File: src/rtl/counter_pkg.sv
// Shared constants and helpers for the parametrised counter family.
// Holds direction/limit-mode encodings and a Gray-code helper.
package counter_pkg;

  localparam logic DIR_UP    = 1'b1;
  localparam logic DIR_DOWN  = 1'b0;
  localparam logic MODE_WRAP = 1'b0;
  localparam logic MODE_SAT  = 1'b1;

  function automatic logic [31:0] gray_of(input logic [31:0] value);
    return value ^ (value >> 1);
  endfunction

endpackage

File: src/rtl/bin2gray.sv
// Combinational binary to Gray converter, reusable by FIFO pointer logic.
module bin2gray
  import counter_pkg::*;
#(
  parameter int WIDTH = 4
) (
  input  logic [WIDTH-1:0] bin,
  output logic [WIDTH-1:0] gray
);

  logic [31:0] gray_full;

  assign gray_full = gray_of(32'(bin));
  assign gray      = gray_full[WIDTH-1:0];

endmodule

File: src/rtl/param_updown_counter.sv
// Up/down counter with configurable modulus, load, wrap/saturate and wrap pulse.
// Optional registered Gray output when PARAM_COUNTER_GRAY_OUT_EN is defined.
module param_updown_counter
  import counter_pkg::*;
#(
  parameter int WIDTH     = 4,
  parameter int MAX_COUNT = 2**WIDTH-1,
  parameter int RESET_VAL = 0
) (
  input  logic             clk,
  input  logic             rst,
  input  logic             en,
  input  logic             up_dn,
  input  logic             sat_mode,
  input  logic             load,
  input  logic [WIDTH-1:0] load_val,
  output logic [WIDTH-1:0] count,
  output logic             tc,
`ifdef PARAM_COUNTER_GRAY_OUT_EN
  output logic [WIDTH-1:0] gray_out,
`endif
  output logic             wrap
);

  // Casting to WIDTH first keeps WIDTH=32 defaults correct despite int overflow.
  localparam logic [WIDTH-1:0] MAX_V = WIDTH'(MAX_COUNT);
  localparam logic [WIDTH-1:0] RST_V = WIDTH'(RESET_VAL);
  localparam logic [WIDTH:0]   MAX_X = {1'b0, MAX_V};

  logic [WIDTH-1:0] count_nxt;
  logic             wrap_nxt;
  logic [WIDTH:0]   sum;
  logic [WIDTH:0]   diff;
  logic             at_max;
  logic             at_zero;

  assign at_max  = (count == MAX_V);
  assign at_zero = (count == '0);
  assign sum     = {1'b0, count} + 1'b1;
  assign diff    = {1'b0, count} - 1'b1;

  assign tc = en & ((up_dn & at_max) | (~up_dn & at_zero));

  always_comb begin
    count_nxt = count;
    wrap_nxt  = 1'b0;
    if (load) begin
      count_nxt = ({1'b0, load_val} > MAX_X) ? MAX_V : load_val;
    end else if (en) begin
      if (up_dn == DIR_UP) begin
        if (sum <= MAX_X) begin
          count_nxt = sum[WIDTH-1:0];
        end else if (sat_mode == MODE_WRAP) begin
          count_nxt = '0;
          wrap_nxt  = 1'b1;
        end
      end else begin
        // Borrow out of the extra bit means we were at zero.
        if (!diff[WIDTH]) begin
          count_nxt = diff[WIDTH-1:0];
        end else if (sat_mode == MODE_WRAP) begin
          count_nxt = MAX_V;
          wrap_nxt  = 1'b1;
        end
      end
    end
  end

  always_ff @(posedge clk) begin
    if (rst) begin
      count <= RST_V;
      wrap  <= 1'b0;
    end else begin
      count <= count_nxt;
      wrap  <= wrap_nxt;
    end
  end

`ifdef PARAM_COUNTER_GRAY_OUT_EN
  localparam logic [31:0] RST_GRAY_FULL = gray_of(32'(RESET_VAL));

  logic [WIDTH-1:0] gray_nxt;

  bin2gray #(.WIDTH(WIDTH)) u_bin2gray (
    .bin  (count_nxt),
    .gray (gray_nxt)
  );

  always_ff @(posedge clk) begin
    if (rst) begin
      gray_out <= RST_GRAY_FULL[WIDTH-1:0];
    end else begin
      gray_out <= gray_nxt;
    end
  end
`endif

endmodule
File: config.mk
export PLATFORM = sky130hd
export DESIGN_NAME = param_updown_counter
export DESIGN_NICKNAME = d
export VERILOG_FILES = /design/src/rtl/counter_pkg.sv /design/src/rtl/bin2gray.sv /design/src/rtl/param_updown_counter.sv
export SDC_FILE = /design/constraint.sdc
export NUM_CORES = 1
export LEC_CHECK = 0
export BUFFER_PORTS_ARGS = -buffer_cell sky130_fd_sc_hd__buf_2
export CORE_AREA = 2 2 39 41
export DETAILED_ROUTE_END_ITERATION = 10
export DIE_AREA = 0 0 41 43
export PLACE_DENSITY = 0.78
export SYNTH_ARGS = -nofsm -noshare
export SYNTH_HDL_FRONTEND = slang
export SYNTH_SLANG_ARGS = --single-unit
File: constraint.sdc
create_clock -name clk -period 3.25 [get_ports clk]
set_clock_uncertainty 0.2 [all_clocks]
set_input_delay 0.1625 -clock clk [delete_from_list [all_inputs] [get_ports clk]]
set_output_delay 0.1625 -clock clk [all_outputs]
set_load 0.01 [all_outputs]
# ---- Word-level counts from Yosys, hierarchy flattened
# Cells that the tools add are included.
dict set report word_totals {
  register_bits 5
  input_bits 10
  out_inout_bits 6
  word_cells 29
}
dict set report classes {
  n_addsub 2
  n_lt_le_gt_ge 1
  n_eq_ne 3
  mux 11
  bitwise 6
  n_reduce_logical 4
}
# op n
set ops {}
lappend ops {{$mux 4} 7}
lappend ops {{$add 4x1->5 const B} 1}
lappend ops {{$le 5x4->1 const B} 1}
lappend ops {{$sub 4x1->5 const B} 1}
lappend ops {{$eq 4x4->1 const B} 1}
lappend ops {{$logic_not 4->1} 1}
lappend ops {{$mux 1} 4}
lappend ops {{$ne 4x2->1 const B} 1}
lappend ops {{$ne 4x4->1 const B} 1}
lappend ops {{$and 1x1->1} 3}
lappend ops {{$reduce_and 3->1} 1}
lappend ops {{$reduce_or 3->1} 1}
lappend ops {{$not 1->1} 2}
lappend ops {{$reduce_bool 2->1} 1}
lappend ops {{$or 1x1->1} 1}

# ---- Longest topological paths before layout
dict set report logic_depth {
  depth_word 6
  mapped_depth 7
}

# ---- Least setup slack after synthesis
# OpenSTA, ideal clock, no wires.
dict set report synth_path {
  path_kind {flip-flop to flip-flop}
  start {register count[0]}
  end {register count[1]}
  arrival_ns 2.028
  t_required_ns 2.959
  setup_slack_ns 0.931
  path_stages_with_launch 8
  n_path_buf 0
  synth_period_minus_slack_ns 2.319
  path_cell_list {dfxtp_1 -> inv_1 -> ha_1 -> nor4b_2 -> or3b_4 -> a31oi_4 -> a221oi_1 -> a311oi_1}
}
dict set report synth_via {
  elab_chain_len 6
  elab_cells_between_ends 11
}
# element line
set synth_rtl {}
lappend synth_rtl {{from (decl)} param_updown_counter.sv:17} ;# output logic [WIDTH-1:0] count,
lappend synth_rtl {{from (signal assigned)} param_updown_counter.sv:74} ;# count <= count_nxt;
lappend synth_rtl {{$add 4x1->5} param_updown_counter.sv:39} ;# assign sum = {1'b0, count} + 1'b1;
lappend synth_rtl {{$le 5x4->1} param_updown_counter.sv:51} ;# if (sum <= MAX_X) begin
lappend synth_rtl {{$mux 4} param_updown_counter.sv:51}
lappend synth_rtl {{$mux 4} param_updown_counter.sv:50} ;# if (up_dn == DIR_UP) begin
lappend synth_rtl {{$mux 4} param_updown_counter.sv:49} ;# end else if (en) begin
lappend synth_rtl {{$mux 4} param_updown_counter.sv:47} ;# if (load) begin
# Parallel ways exist; a longest one is shown, timed or not. The select of a mux whose other input is x is not followed.
# A chain may end at the register's enable or synchronous reset.

# ---- Final worst setup path
dict set report layout_path {
  start {register count[0]}
  end {register wrap}
}
dict set report layout_via {
  elab_chain_len 4
  elab_cells_between_ends 6
}
# element line
set layout_rtl {}
lappend layout_rtl {{$add 4x1->5} param_updown_counter.sv:39}
lappend layout_rtl {{$le 5x4->1} param_updown_counter.sv:51}
lappend layout_rtl {{$mux 1} param_updown_counter.sv:51}
lappend layout_rtl {{$mux 1 *} param_updown_counter.sv:50}
lappend layout_rtl {{to (signal assigned)} param_updown_counter.sv:75} ;# wrap <= wrap_nxt;
lappend layout_rtl {{to (decl)} param_updown_counter.sv:22} ;# output logic wrap
# Mark *: on every way between the ends. The rest lies on a longest branch, timed or not.

==> metrics.md <==
| Metric | Value |
|---|---|
| Fill count | `118` |
| Share of cells above drive strength 1 | `27.2%` |
| Total leakage power | `0.305 nW` |
| Vias in the first global route | `549` |
| CTS Buf Count | `3` |
| Synthesized netlist net count | `87` |
| Cell Rows | `14` |
| Horizontal die dimension | `41 um` |
| Top Ports | `16` |
| Overall die area | `0.00176 sq mm` |
| Tightest hold margin | `0.0813 ns` |
| Skew-Pair Late Insertion Delay | `0.25 ns` |
| First-pass GRT wire length | `2380 um` |
| Fin nets | `107` |
| Measured slew at the worst slew-check pin | `0.413 ns` |
| GP Congestion | `0.823` |
| Root buffer selected by CTS | `clkbuf_4` |
| Element type at the critical path start | `flip-flop` |
| Share of the core filled with cells | `53.9%` |
| Max cap viols | `0` |
| Share of the cycle needed by the critical path after routing | `85.8%` |
| WP data required | `3.18 ns` |
| Max Buffers Root-to-Sink | `2` |
| DRT iter0 DRCs | `20` |
| Final count of hold timing violations | `0` |
| Area of the multi-input gates | `465 sq um` |
| Clock period minus worst slack | `2.79 ns` |
| Worst reg2reg path startpoint | `count[0]` |
| GRT Residual Overflow | `0` |
| Part of the Yosys area used for sequential elements | `16.5%` |
| Effective utilization at floorplan | `43.9%` |
| H-tree Lvls | `1` |
| Path class of the lowest-slack min-delay path | `input pin to flip-flop` |
| Mean instance size in the synthesized netlist | `8.31 sq um` |
| Number of instances in the synthesized netlist | `73` |
| Routed wire per std cell | `14.2 um` |
| Cell area power density | `332 mW/mm^2` |
| Number of distinct library cell variants in the gate-level netlist after synthesis | `41` |
| Worst IR Drop VDD | `194 uV` |
| Critical path class | `flip-flop to flip-flop` |
| Total iterations of the first detailed-routing run | `4` |
| # port buffers | `15` |
| Asr flop ratio synth | `0%` |
| Clock transition time at the flip-flop clock pins of the worst setup and hold paths | `0.05 ns` |
| Maximum number of pins on one net before global-route repair | `14` |
| Max-slew headroom at the worst pin | `72.4%` |
| Post-detailed-route DRC marker count | `0` |
| Crit-path max FO | `10` |
| Setup_tns | `0 ns` |
| TritonCTS clock tree | `done` |
| Number of warnings reported in the yosys synthesis log | `0` |
| Origin of the worst min-delay path | `load` |
| Maximum frequency from static timing analysis | `359 MHz` |
| Count of pins over their slew limit | `0` |
| # resized after CTS | `0` |
| Combined flip-flop and latch cell area | `100 sq um` |
| Final design instance area without fill | `746 sq um` |
| Vias | `649` |
| Status | `finished clean` |
| Area Overhead vs Synth | `22.9%` |
| Antenna violations before repair | `0` |
| Vertical die dimension | `43 um` |
| Most frequently used flop master after synthesis | `dfxtp_1` |
| Antenna diode count | `0` |
| Endpoint type of the worst setup path | `flip-flop` |
| Number of sinks driven by the clock tree | `5` |
| Overall global routing resource usage | `19.6%` |
| DPL Wire Length | `1150 um` |
| Arrival time of the worst setup path | `2.72 ns` |
| Wire length after detailed routing | `1540 um` |
| Total core area | `0.00138 sq mm` |
| DRT antenna net count | `0` |
| FF+latch count, synth | `5` |
| Critical path origin | `count[0]` |
| Final setup fails | `0` |
| RSZ-0062 raised after global routing | `false` |
| Number of enable-type register cells in the synthesized netlist | `0` |
| Placed inst area | `679 sq um` |
| Cell Area, Synth | `607 sq um` |
| Via count normalized by instance count | `6.01` |
==> worst max-delay path, cell delays in order, from the launching register on <==
cell,delay (ns)
dfxtp_1,0.48
inv_1,0.13
ha_1,0.35
nor4b_2,0.18
or3b_4,0.44
a41oi_1,0.27
nor4_1,0.08
dlygate4sd3_1,0.55
==> path summary, 6_finish.rpt <==
check	end	slack (ns)	depth (start not counted)
worst max-delay path	wrap	0.46	7
worst min-delay path	count[0]	0.08	3
worst max register to register	wrap	0.46	7
worst min register to register	count[0]	0.44	2
==> layout make-up <==
| class | instances | share of cell area [%] |
|---|---|---|
| timing repair buffer | 19 | 15.4 |
| tap | 16 | 2.68 |
| multi-input combinational | 59 | 62.4 |
| sequential | 5 | 13.4 |
| clock buffer | 4 | 3.52 |
| inverter | 5 | 2.52 |
==> power breakdown <==
group          internal, mW  switching [mW]
combinational        0.0454          0.0477
sequential           0.0665          0.0131
clock                0.0466          0.0284
total                 0.159          0.0893
==> synthesized netlist by cell type, types with 3 or more instances <==
cell      number  area [sq um]
nand2_1        3          11.3
nor2_1         3          11.3
dfxtp_1        5           100
ha_1           4          50.1
buf_2          3          15.0
o21ai_0        3          15.0
inv_1          5          18.8
nand2b_1       5          31.3
==> stage by stage <==
| stage | total power [mW] | setup slack, ns | cells |
|---|---|---|---|
| 2_1_floorplan | 0.147 | 0.931 | 73 |
| 3_3_place_gp | 0.169 | 0.866 | 100 |
| 3_5_place_dp | 0.170 | 0.829 | 100 |
| 4_1_cts | 0.248 | 0.452 | 108 |
| 5_1_grt | 0.264 | 0.286 | 108 |
| 6_report | 0.248 | 0.462 | 108 |
==> layout by cell type (no fill, tap or decap), types with 2 or more instances in the layout <==
cell type	count
o21ai_0	3
a311oi_1	2
o31ai_1	2
ha_1	4
xnor2_1	2
a21oi_1	2
nand2_1	3
dlygate4sd3_1	4
a211oi_1	2
inv_1	5
a21o_1	2
nor2_1	3
buf_2	15
clkbuf_4	3
a221oi_1	2
nor3b_1	2
nor2b_1	2
dfxtp_1	5
nand2b_1	5
==> routing by layer <==
layer	global-route usage (%)	routed length [um]	up-vias
li1	-	-	323
met1	25.3	663	295
met2	30.0	780	27
met3	5.24	76	4
met4	6.67	16	0
met5	0	0	-
==> timing repair <==
action / 4_1_cts / 5_1_grt
hold endpoints to repair: 5 / 0
setup buffers: 0 / 0
hold buffers: 4 / 0
==> registers in the layout, summed over array words and instances (netlist names) <==
signal and flops:
count 4, wrap 1
==> logic make-up after synthesis <==
kind of cell | count (synthesis) | synth area share [%]
AO/OA/AOI/OAI | 26 | 35.5
multiplexers | 2 | 4.12
buffers and inverters | 9 | 6.80
flip-flops | 5 | 16.5
AND/OR/NAND/NOR | 25 | 26.0
XOR/XNOR | 2 | 2.89
adder cells (fa/ha/maj) | 4 | 8.25
Note: power is estimated with default switching activity, not from simulation.
